### config.mk
export PLATFORM = sky130hd
export DESIGN_NAME = mem_slot_arbiter_flat
export DESIGN_NICKNAME = d
export VERILOG_FILES = /design/src/rtl/mem_slot_arbiter_if.sv /design/src/rtl/mem_slot_arbiter.sv /design/src/flat_wrapper.sv
export SDC_FILE = /design/constraint.sdc
export NUM_CORES = 1
export LEC_CHECK = 0
export ABC_CLOCK_PERIOD_IN_PS = 2200
export BUFFER_PORTS_ARGS = -buffer_cell sky130_fd_sc_hd__buf_2
export CORE_MARGIN = 2
export CORE_UTILIZATION = 51
export CTS_BUF_LIST = sky130_fd_sc_hd__clkbuf_8
export CTS_CLUSTER_SIZE = 16
export DETAILED_ROUTE_END_ITERATION = 8
export PLACE_DENSITY = 0.89
export REMOVE_ABC_BUFFERS = 1
export SLEW_MARGIN = 5
export SYNTH_ARGS = -nofsm -noshare
export SYNTH_HDL_FRONTEND = slang
export SYNTH_SLANG_ARGS = --single-unit
### constraint.sdc
create_clock -name clock -period 2.2 [get_ports clock]
set_clock_uncertainty 0.1 [all_clocks]
set_input_delay 0.44 -clock clock [delete_from_list [all_inputs] [get_ports clock]]
set_output_delay 0.44 -clock clock [all_outputs]
set_load 0.01 [all_outputs]
### src/rtl/mem_slot_arbiter_if.sv
// Purpose: bundles the video, CPU and RAM-side signals of mem_slot_arbiter.
// Latency: none (wires only).
// Backpressure: requests are levels held until the matching one-cycle ack.
// Ports (slave = arbiter side):
//   video: vreq/va in, vack/vq out
//   cpu:   creq/cwr/ca/cd in, cack/cq out (plus cwait out when MEM_SLOT_ARBITER_WAIT_EN)
//   ram:   ram_q in, ram_a/ram_d/ram_we out
interface mem_slot_arbiter_if #(
  parameter int AW = 16,
  parameter int DW = 8
);
  logic          vreq;
  logic [AW-1:0] va;
  logic          vack;
  logic [DW-1:0] vq;
  logic          creq;
  logic          cwr;
  logic [AW-1:0] ca;
  logic [DW-1:0] cd;
  logic          cack;
  logic [DW-1:0] cq;
  logic [AW-1:0] ram_a;
  logic [DW-1:0] ram_d;
  logic          ram_we;
  logic [DW-1:0] ram_q;
`ifdef MEM_SLOT_ARBITER_WAIT_EN
  logic          cwait;

  modport slave (
    input  vreq, va, creq, cwr, ca, cd, ram_q,
    output vack, vq, cack, cq, ram_a, ram_d, ram_we, cwait
  );
  modport master (
    output vreq, va, creq, cwr, ca, cd, ram_q,
    input  vack, vq, cack, cq, ram_a, ram_d, ram_we, cwait
  );
`else
  modport slave (
    input  vreq, va, creq, cwr, ca, cd, ram_q,
    output vack, vq, cack, cq, ram_a, ram_d, ram_we
  );
  modport master (
    output vreq, va, creq, cwr, ca, cd, ram_q,
    input  vack, vq, cack, cq, ram_a, ram_d, ram_we
  );
`endif
endinterface

### src/rtl/mem_slot_arbiter.sv
// Purpose: shares one synchronous RAM port between video fetch and the Z80, slot-timed.
// Latency: ack pulses LAT+1 clock edges after the grant edge (grant only on a slot strobe).
// Backpressure: req levels wait for a strobe; owner of the slot wins, idle slots go to the other side.
// Ports: clock, reset (sync, active high), slot (one-cycle strobe), bus (mem_slot_arbiter_if.slave).
// Optional: define MEM_SLOT_ARBITER_WAIT_EN to add bus.cwait (Z80 WAIT stretch while CPU waits for a grant).
module mem_slot_arbiter #(
  parameter int AW  = 16,
  parameter int DW  = 8,
  parameter int LAT = 2
) (
  input logic               clock,
  input logic               reset,
  input logic               slot,
  mem_slot_arbiter_if.slave bus
);

  typedef enum logic [1:0] {
    IDLE   = 2'd0,
    ACCESS = 2'd1,
    DONE   = 2'd2
  } state_t;

  localparam logic [2:0] CNT_INIT = 3'(LAT - 1);

  state_t        state_q, state_d;
  logic          phase_q, phase_d;     // 0 = video-owned slot, 1 = CPU-owned slot
  logic [2:0]    cnt_q, cnt_d;
  logic          issue_q, issue_d;     // first ACCESS cycle: address is on its way into the RAM
  logic          gnt_cpu_q, gnt_cpu_d;
  logic          cwr_q, cwr_d;
  logic          vack_q, vack_d;
  logic          cack_q, cack_d;
  logic [DW-1:0] vq_q, vq_d;
  logic [DW-1:0] cq_q, cq_d;
  logic [AW-1:0] ram_a_q, ram_a_d;
  logic [DW-1:0] ram_d_q, ram_d_d;
  logic          ram_we_q, ram_we_d;

  logic grant;
  logic pick_cpu;
  logic access_end;

  // The owner is the phase before this strobe's toggle; the other side only
  // gets the slot when the owner is not asking for it.
  assign pick_cpu   = phase_q ? bus.creq : (bus.creq & ~bus.vreq);
  assign grant      = (state_q == IDLE) & slot & (bus.vreq | bus.creq);
  // The issue cycle does not count down, so the ack lands LAT+1 edges after
  // the grant: one edge to register the address, LAT edges of RAM latency.
  assign access_end = (state_q == ACCESS) & ~issue_q & (cnt_q == 3'd0);

  // State register
  always_ff @(posedge clock) begin
    if (reset) begin
      state_q   <= IDLE;
      phase_q   <= 1'b0;
      cnt_q     <= 3'd0;
      issue_q   <= 1'b0;
      gnt_cpu_q <= 1'b0;
      cwr_q     <= 1'b0;
      vack_q    <= 1'b0;
      cack_q    <= 1'b0;
      vq_q      <= '0;
      cq_q      <= '0;
      ram_a_q   <= '0;
      ram_d_q   <= '0;
      ram_we_q  <= 1'b0;
    end else begin
      state_q   <= state_d;
      phase_q   <= phase_d;
      cnt_q     <= cnt_d;
      issue_q   <= issue_d;
      gnt_cpu_q <= gnt_cpu_d;
      cwr_q     <= cwr_d;
      vack_q    <= vack_d;
      cack_q    <= cack_d;
      vq_q      <= vq_d;
      cq_q      <= cq_d;
      ram_a_q   <= ram_a_d;
      ram_d_q   <= ram_d_d;
      ram_we_q  <= ram_we_d;
    end
  end

  // Next-state logic
  always_comb begin
    state_d = state_q;
    unique case (state_q)
      IDLE:    if (grant) state_d = ACCESS;
      ACCESS:  if (access_end) state_d = DONE;
      DONE:    state_d = IDLE;  // a strobe landing here is lost
      default: state_d = IDLE;
    endcase
  end

  // Datapath / output logic
  always_comb begin
    phase_d   = phase_q ^ slot;  // toggles on every strobe regardless of state
    cnt_d     = cnt_q;
    issue_d   = 1'b0;
    gnt_cpu_d = gnt_cpu_q;
    cwr_d     = cwr_q;
    vack_d    = 1'b0;
    cack_d    = 1'b0;
    vq_d      = vq_q;
    cq_d      = cq_q;
    ram_a_d   = ram_a_q;
    ram_d_d   = ram_d_q;
    ram_we_d  = 1'b0;            // write strobe lasts only the cycle after the grant edge

    if (grant) begin
      gnt_cpu_d = pick_cpu;
      cnt_d     = CNT_INIT;
      issue_d   = 1'b1;
      if (pick_cpu) begin
        ram_a_d  = bus.ca;
        ram_d_d  = bus.cd;
        cwr_d    = bus.cwr;
        ram_we_d = bus.cwr;
      end else begin
        ram_a_d  = bus.va;
        cwr_d    = 1'b0;
      end
    end else if (state_q == ACCESS && !issue_q) begin
      if (cnt_q != 3'd0) begin
        cnt_d = cnt_q - 3'd1;
      end else if (gnt_cpu_q) begin
        cack_d = 1'b1;
        if (!cwr_q) cq_d = bus.ram_q;
      end else begin
        vack_d = 1'b1;
        vq_d   = bus.ram_q;
      end
    end
  end

  assign bus.vack   = vack_q;
  assign bus.vq     = vq_q;
  assign bus.cack   = cack_q;
  assign bus.cq     = cq_q;
  assign bus.ram_a  = ram_a_q;
  assign bus.ram_d  = ram_d_q;
  assign bus.ram_we = ram_we_q;

`ifdef MEM_SLOT_ARBITER_WAIT_EN
  // CPU access in flight from the grant edge through the cack (DONE) cycle.
  logic cpu_busy;
  assign cpu_busy  = gnt_cpu_q & (state_q != IDLE);
  assign bus.cwait = bus.creq & ~cpu_busy & ~reset;
`endif

endmodule

### src/flat_wrapper.sv
// flat-port wrapper written by rule: the top's interface ports become plain ports
module mem_slot_arbiter_flat 
#(
  parameter int AW  = 16,
  parameter int DW  = 8,
  parameter int LAT = 2
)
  (clock, reset, slot, bus_vreq, bus_va, bus_creq, bus_cwr, bus_ca, bus_cd, bus_ram_q, bus_vack, bus_vq, bus_cack, bus_cq, bus_ram_a, bus_ram_d, bus_ram_we);
  mem_slot_arbiter_if #(.AW(AW), .DW(DW)) bus_i ();
  input logic clock;
  input logic reset;
  input logic slot;
  input wire logic [$bits(bus_i.vreq)-1:0] bus_vreq;
  input wire logic [$bits(bus_i.va)-1:0] bus_va;
  input wire logic [$bits(bus_i.creq)-1:0] bus_creq;
  input wire logic [$bits(bus_i.cwr)-1:0] bus_cwr;
  input wire logic [$bits(bus_i.ca)-1:0] bus_ca;
  input wire logic [$bits(bus_i.cd)-1:0] bus_cd;
  input wire logic [$bits(bus_i.ram_q)-1:0] bus_ram_q;
  output wire logic [$bits(bus_i.vack)-1:0] bus_vack;
  output wire logic [$bits(bus_i.vq)-1:0] bus_vq;
  output wire logic [$bits(bus_i.cack)-1:0] bus_cack;
  output wire logic [$bits(bus_i.cq)-1:0] bus_cq;
  output wire logic [$bits(bus_i.ram_a)-1:0] bus_ram_a;
  output wire logic [$bits(bus_i.ram_d)-1:0] bus_ram_d;
  output wire logic [$bits(bus_i.ram_we)-1:0] bus_ram_we;
  assign bus_i.vreq = bus_vreq;
  assign bus_i.va = bus_va;
  assign bus_i.creq = bus_creq;
  assign bus_i.cwr = bus_cwr;
  assign bus_i.ca = bus_ca;
  assign bus_i.cd = bus_cd;
  assign bus_i.ram_q = bus_ram_q;
  assign bus_vack = bus_i.vack;
  assign bus_vq = bus_i.vq;
  assign bus_cack = bus_i.cack;
  assign bus_cq = bus_i.cq;
  assign bus_ram_a = bus_i.ram_a;
  assign bus_ram_d = bus_i.ram_d;
  assign bus_ram_we = bus_i.ram_we;
  mem_slot_arbiter #(.AW(AW), .DW(DW), .LAT(LAT)) u_core (.clock(clock), .reset(reset), .slot(slot), .bus(bus_i));
endmodule
After elaboration in Yosys (flattened, before gate mapping). Index checks and enable logic that the tools add are counted.

Bits of input ports: 54. Bits in registers: 52. Logic and storage cells: 60. Output and inout port bits: 43.

Mux-type cells: 12. Add/sub/neg operators: 1. Bitwise operators: 14. Eq/ne operators: 3. Reduce and logical (&&, ||, !) cells: 16.

Operator list (count): $mux W16 (1); $mux W1 (8); $reduce_and A2 Y1 (4); $not A1 Y1 (7); $and A1 B1 Y1 (5); $reduce_and A5 Y1 (1); $mux W2 (2); $ne A2 B1 Y1 const B (2); $pmux W2 S2 (1); $reduce_and A4 Y1 (1); $reduce_bool A2 Y1 (2); $reduce_or A2 Y1 (2); $reduce_or A4 Y1 (1); $logic_not A3 Y1 (1); $reduce_bool A3 Y1 (1); $sub A3 B1 Y3 const B (1); $eq A2 B1 Y1 const B (1); $logic_not A2 Y1 (1); $logic_and A1 B1 Y1 (1); $logic_not A1 Y1 (1); $or A1 B1 Y1 (1); $xor A1 B1 Y1 (1).

Depth between registers and ports, before layout. Gate-level depths: netlist (run 1).

Word-level depth: 5. Gate-level depth with buffers: 7. Depth with buffers taken out: 6.

Least setup slack after synthesis (run 1). No wires, ideal clock.

Path kind: register to register. From: register u_core.cnt_q[0]. To: register u_core.cq_q[0], in the netlist u_core.bus.cq[0]. Arrival time: 1.245 ns. Required time: 1.972 ns. Library setup time: 0.128 ns. Stages on the path, launching flop included: 8. Clock period less this slack: 1.473 ns. Setup slack: 0.727 ns. Cells stage by stage: dfxtp_1 -> inv_1 -> ha_1 -> nor2b_1 -> nand4b_1 -> buf_2 -> mux2i_1 -> nor2_1.

Word-level cells in the longest chain between the ends: 3.

Ends and longest elaborated chain: from (decl) (RTL line mem_slot_arbiter.sv:27) `logic [2:0] cnt_q, cnt_d;`; from (signal assigned) (RTL line mem_slot_arbiter.sv:70) `cnt_q <= cnt_d;`; $reduce_bool A3 Y1 (RTL line mem_slot_arbiter.sv:124) `if (cnt_q != 3'd0) begin`; $not A1 Y1 (no line); $reduce_and A5 Y1 (no line); to (signal assigned) (RTL line mem_slot_arbiter.sv:77) `cq_q <= cq_d;`; to (decl) (RTL line mem_slot_arbiter.sv:34) `logic [DW-1:0] cq_q, cq_d;`.

Every way passes these cells. A chain may end at the register's enable or synchronous reset.

Worst setup path after layout (run 1).
From: register u_core.cnt_q[0]. To: register u_core.cq_q[4], in the netlist u_core.bus.cq[4].

Same word-level chain as after synthesis.

==> key figures, run 1 <==
Timing
  • Slew HR: about 61%
  • Period minus WS final: roughly 1.9 ns
  • Setup TNS: 0 ns
  • Setup violators final: 0
  • Final worst path period share: ~87%
  • Max-slew violations: 0
  • Final Hold Viols: 0
  • Max Clk Rate: around 0.52 GHz
  • Unrepaired setup endpoints after global routing: no
  • Worst-Margin Slew: 0.580 ns

Detailed routing
  • Max layer used: met4
  • Residual DRC: 0
  • Vias: 1,617
  • Final wirelength: about 4200 um
  • DR iter-0 viols: 21
  • DR vias/cell: 4.93
  • ANT nets after route: 0
  • Met3 wire len: around 190 um
  • Drt first pass iters: 4
  • WL/cell: between 10 and 15 um
  • Met2 WL post-DR: between 2000 and 2500 um
  • WL met1: between 1500 and 2000 um

Clock tree
  • H-tree levels: 2
  • Latest clock arrival within the worst-skew pair: about 0.3 ns
  • CTS tree: yes
  • Resize count post-CTS: 0
  • CTS sink count: 52
  • Clk slew on worst S/H paths: roughly 0.09 ns
  • CTS Hold Buffers Added: 0
  • Buffer count from post-CTS setup fixing: 0
  • TritonCTS buffer count: 5
  • Clk buf depth: 2
  • Clock Root Buffer: clkbuf_8

Pwr
  • Tot Pwr: ~2.1 mW
  • Static Leakage: between 1 and 1.5 nW
  • Worst vdd ir: 466 uV
  • P per Cell Area: 777 nW/um2

GRT
  • Total track usage: a little under a fifth
  • Largest net degree at the start of global routing: 27
  • Vias in the first global route: between 1,500 and 2,000
  • GRT overflow: 0
  • First-pass GRT wire length: about 6500 um
  • Initial antenna violation count: 0

Floorplan
  • Die area: between 4000 and 5000 um2
  • Core area: 3940 um2
  • Ports: slightly below 100
  • Initial Utilization: 52.1%
  • # rows: 23
  • Die Ht: around 67 um
  • Die Width: slightly below 70 um

Critical path
  • CP max stage delay: 0.51 ns
  • Setup crit start kind: flop
  • CP max FO: 8
  • Arrival time at the worst endpoint: 2.00 ns
  • Buffers & Inverters on Critical Path: 1
  • Crit path capture type: flop
  • Top delay family on crit path: simple AND/OR/NAND/NOR gates
  • Critical path class: reg -> reg
  • Critical-path cell list: inv_1 > ha_1 > nor2b_1 > nand4b_1 > mux2i_1 > nor2_1
  • CP required: 2.29 ns
  • Slowest CP cell: nand4b_1

Cells and area
  • Non-Filler Instances: about 330
  • Ant. Diodes: 0
  • Fin nets: 333
  • Share of layout cells above drive strength 1: between 40% and 50%
  • Area grow syn2layout: 30.6%
  • Fillers: about 310
  • Final Core Density: approximately two thirds

Placed design
  • Port bufs: 96
  • Gpl congestion: a little under 0.7
  • Final HPWL DP: about 3200 um
  • Cells after DPL: 320

Yosys
  • Cells after Synth: 180
  • Synth warnings: 0
  • Register area share after synthesis: 50.6%
  • Post-synthesis register bit count: 52
  • Cell Area, Synth: between 2000 and 2500 um2
  • Count of cell types in the netlist: 32
  • Mean area per synthesized cell: between 10 and 15 um2

Worst hold path
  • Hold crit path type: in -> reg

Status
  • Status: completed

Job
  • Max-Cap Viols: 0
[Yosys cell counts]
| library cell | instances | area share, % |
|---|---|---|
| dfxtp_1 | 52 | 51 |
| mux2i_1 | 40 | 19 |
| nor2_1 | 28 | 5.1 |
| o2bb2ai_1 | 10 | 4.3 |
| o2bb2ai_2 | 7 | 5.1 |
| buf_2 | 5 | 1.2 |
| buf_6 | 4 | 2.2 |
| inv_1 | 4 | 0.73 |
| nor3b_2 | 3 | 1.8 |
| and2_1 | 2 | 0.61 |
| ha_1 | 2 | 1.2 |
| nand2_1 | 2 | 0.37 |
| xnor2_1 | 2 | 0.85 |
| a211oi_1 | 1 | 0.37 |
| a21o_1 | 1 | 0.37 |
| a21oi_1 | 1 | 0.24 |
| and2b_1 | 1 | 0.37 |
| and3_1 | 1 | 0.30 |
| buf_1 | 1 | 0.18 |
| clkbuf_1 | 1 | 0.18 |
| inv_2 | 1 | 0.18 |
| nand2b_1 | 1 | 0.30 |
| nand3b_1 | 1 | 0.37 |
| nand4b_1 | 1 | 0.43 |
| nor2b_1 | 1 | 0.30 |
| o211ai_1 | 1 | 0.37 |
| o21a_1 | 1 | 0.37 |
| o21ai_1 | 1 | 0.24 |
| o21ai_4 | 1 | 0.79 |
| o41ai_1 | 1 | 0.43 |
| or2_2 | 1 | 0.30 |
| or3_1 | 1 | 0.30 |
[where the power goes]
part           total [mW]  leakage, nW  switching, mW  internal, mW
sequential           1.04        0.424         0.0362          1.00
combinational       0.350        0.997          0.179         0.171
clock               0.696       0.0645          0.295         0.401
total                2.09         1.48          0.511          1.58
[layer usage]
| metal | global-route usage (%) | vias up |
|---|---|---|
| li1 | - | 820 |
| met1 | 22.1 | 744 |
| met2 | 32.5 | 45 |
| met3 | 4.50 | 8 |
| met4 | 6.89 | 0 |
| met5 | 0 | - |
[cells in the final DEF (no fill, tap or decap), types with 3 or more instances in the layout]
cell and n:
nor2_1 28, clkbuf_8 7, buf_4 5, buf_2 96, inv_1 4, o2bb2ai_1 10
nor3b_2 3, dfxtp_1 52, mux2i_1 40, o2bb2ai_2 7
[tightest hold or removal path: stages]
cell     delay [ns]
buf_2          0.07
mux2i_1        0.05
nor2_1         0.07
[kinds of logic after synthesis]
kind of cell | share of synthesized area (%)
and+or+nand+nor | 10.6
AOI/OAI and AO/OA | 12.5
adders and majority gates | 1.22
muxes | 19.5
xor gates and xnor gates | 0.852
buffers and inverters | 4.69
DFF | 50.6
[final timing paths]
path,from,cells past startpoint,to,slack (ns)
setup / recovery,u_core.cnt_q[0]$_SDFFE_PP0P_,6,u_core.bus.cq[4]$_SDFFE_PP0P_,0.29
hold / removal,bus_cd[3],3,u_core.bus.ram_d[3]$_SDFFE_PP0P_,0.27
setup reg to reg,u_core.cnt_q[0]$_SDFFE_PP0P_,6,u_core.bus.cq[4]$_SDFFE_PP0P_,0.29
hold reg to reg,u_core.bus.ram_a[13]$_SDFFE_PP0P_,1,u_core.bus.ram_a[13]$_SDFFE_PP0P_,0.37
[stage by stage]
stage | worst slack [ns] | instance area [um2] | hold WS, ns
2_1_floorplan | 0.254 | 1980 | 0.317
3_3_place_gp | 0.402 | 2560 | 0.341
3_5_place_dp | 0.306 | 2560 | 0.341
4_1_cts | 0.282 | 2690 | 0.263
5_1_grt | 0.0893 | 2690 | 0.267
6_report | 0.290 | 2690 | 0.270
[cell type report]
cell class,instances,area [um2],area share (%)
clock buffer,7,96.3,3.59
tap,50,62.6,2.33
timing repair buffer,101,518,19.3
inverter,5,18.8,0.699
sequential,52,1040,38.8
clock inverter,1,30.0,1.12
multi-input combinational,112,918,34.2
[flip-flops by register name, summed over array words and instances, names as in the netlist]
signal	cells
u_core.bus.ram_a	16
u_core.bus.vack	1
u_core.bus.ram_we	1
u_core.cwr_q	1
u_core.bus.cack	1
u_core.issue_q	1
u_core.phase_q	1
u_core.gnt_cpu_q	1
u_core.state_q	2
u_core.bus.cq	8
u_core.bus.vq	8
u_core.bus.ram_d	8
u_core.cnt_q	3
Note: power is estimated with default switching activity, not from simulation.
==> inputs of run 2 (changes only) <==
Settings changed: REMOVE_ABC_BUFFERS 1 to not set.
==> run 2 against run 1 <==
Against the previous run:
- first-iteration DRC count rose by 33%
- global-route usage fell by 0.51 points
- count of clock-buffer cells in the layout fell by 2
- routed wire length decreased by 1.8%
- worst setup slack worse by 0.0056 ns
- register-to-register slack about the same
==> key figures, run 2 (synthesis gave the netlist of run 1 again) <==
Job
  • Max-Cap Viols: 0

Cells and area
  • Area of the multi-input gates: around 920 um2
  • Final Core Density: 67.7%
  • Ant. Diodes: 0
  • Area grow syn2layout: 29.9%
  • Non-Filler Instances: between 300 and 400
  • Most common cell after layout, fill and taps aside: buf_2
  • Register Area: 1040 um2
  • Share of layout cells above drive strength 1: roughly 44%
  • Number of flip-flops in the largest register: 16
  • Fillers: roughly 310
  • Fin nets: 333
  • Most frequent cells in the layout: buf_2, dfxtp_1, mux2i_1, nor2_1, o2bb2ai_1

Clock tree
  • CTS tree: yes
  • Buffer count from post-CTS setup fixing: 0
  • Resize count post-CTS: 0
  • H-tree levels: 2
  • CTS Hold Buffers Added: 0
  • Clk slew on worst S/H paths: 0.09 ns
  • Clock Root Buffer: clkbuf_8
  • Latest clock arrival within the worst-skew pair: 0.30 ns
  • TritonCTS buffer count: 5
  • CTS sink count: 52
  • Clk buf depth: 2

Yosys
  • Net count after synthesis: 236

Timing
  • Slew HR: between 60% and 70%
  • Setup violators final: 0
  • Fin Hold WS: around 0.26 ns
  • Period minus WS final: 1.92 ns
  • Final worst path period share: a little under 90%
  • Max-slew violations: 0
  • Unrepaired setup endpoints after global routing: no
  • Setup TNS: 0 ns
  • Final Hold Viols: 0
  • Worst-Margin Slew: 0.576 ns
  • Max Clk Rate: between 0.5 and 0.6 GHz

Detailed routing
  • Drt first pass iters: 4
  • WL/cell: ~13 um
  • DR iter-0 viols: 28
  • ANT nets after route: 0
  • Vias: 1,636
  • Residual DRC: 0
  • Final wirelength: about 4200 um
  • DR vias/cell: between 4 and 5

Placed design
  • Gpl congestion: 0.673
  • Final HPWL DP: approximately 3200 um
  • Cells after DPL: 320
  • Port bufs: between 90 and 100

GRT
  • Total track usage: 18.1%
  • First-pass GRT wire length: 6240 um
  • Vias in the first global route: between 1,000 and 1,500
  • Initial antenna violation count: 0
  • Largest net degree at the start of global routing: 27
  • GRT overflow: 0

Pwr
  • Psw: 0.519 mW
  • Pint: around 1.5 mW
  • Worst vdd ir: about 540 uV
  • Sw Ratio: about a quarter
  • Combinational share of power: ~17%
  • Static Leakage: 1.48 nW
  • Clock network fraction of total power: 31.7%
  • P per Cell Area: 761 nW/um2
  • Reg power frac: between 50% and 60%

Critical path
  • Buffers & Inverters on Critical Path: 1
  • Slowest CP cell: nand4b_1
  • Arrival time at the worst endpoint: 2.01 ns
  • CP max FO: 8
  • Top delay family on crit path: simple AND/OR/NAND/NOR gates
  • Critical path class: reg -> reg
  • Setup crit start kind: flop
  • Critical-path cell list: inv_1 > ha_1 > nor2b_1 > nand4b_1 > mux2i_1 > nor2_1
  • Crit path capture type: flop
  • CP max stage delay: approximately 0.49 ns
  • CP required: approximately 2.3 ns

Floorplan
  • Initial Utilization: between 50% and 60%
  • Die Width: just under 70 um
  • Ports: 97
  • Die Ht: approximately 67 um
  • Die area: 4550 um2
  • # rows: 23
  • Core area: 3940 um2

Status
  • Status: completed

Worst hold path
  • Hold crit path type: in -> reg
## run 2: cell count changes in the layout (fill, tap and decap cells not counted)
cell      change
clkbuf_8      -2
inv_6         +1
inv_1         +1
## run 2: final cells by class
| cell class | count | share of cell area, % |
|---|---|---|
| Sequential cell | 52 | 39.0 |
| Multi-Input combinational cell | 112 | 34.4 |
| Inverter | 5 | 0.703 |
| Clock inverter | 3 | 1.59 |
| Tap cell | 50 | 2.34 |
| Timing Repair Buffer | 101 | 19.4 |
| Clock buffer | 5 | 2.58 |
## run 2: through the flow
step                power [mW]  setup WS [ns]  cell area (um2)
floorplan                 1.29          0.727             2060
global placement          1.40          0.411             2560
detailed placement        1.42          0.279             2560
CTS                       2.06          0.261             2670
global route              2.14          0.132             2670
finish                    2.03          0.284             2670
## run 2: routing by layer
metal	vias up	routed length (um)	GRT usage (%)
met3	2	384	7.33
met2	70	2030	30.3
met4	0	23	5.36
met1	747	1720	21.3
met5	-	0	0
li1	817	-	-
## run 2: power by group through the flow
stage,clock (mW),combinational (mW),sequential [mW]
6_report,0.644,0.347,1.04
5_1_grt,0.703,0.383,1.05
4_1_cts,0.666,0.353,1.04
3_5_place_dp,0,0.352,1.06
3_3_place_gp,0,0.340,1.06
2_1_floorplan,0,0.203,1.08
## run 2: worst register-to-register path, stage by stage, from the launching register on
cell	delay (ns)
dfxtp_1	0.33
inv_1	0.08
ha_1	0.15
nor2b_1	0.24
nand4b_1	0.49
mux2i_1	0.34
nor2_1	0.07
## run 2: path summary, 6_finish.rpt
check                                    start  slack, ns                                 to  cells after the start
min reg2reg  u_core.bus.ram_a[15]$_SDFFE_PP0P_       0.37  u_core.bus.ram_a[15]$_SDFFE_PP0P_                      1
min                                  bus_cd[2]       0.26   u_core.bus.ram_d[2]$_SDFFE_PP0P_                      3
max               u_core.cnt_q[0]$_SDFFE_PP0P_       0.28      u_core.bus.cq[3]$_SDFFE_PP0P_                      6
max reg2reg       u_core.cnt_q[0]$_SDFFE_PP0P_       0.28      u_core.bus.cq[3]$_SDFFE_PP0P_                      6
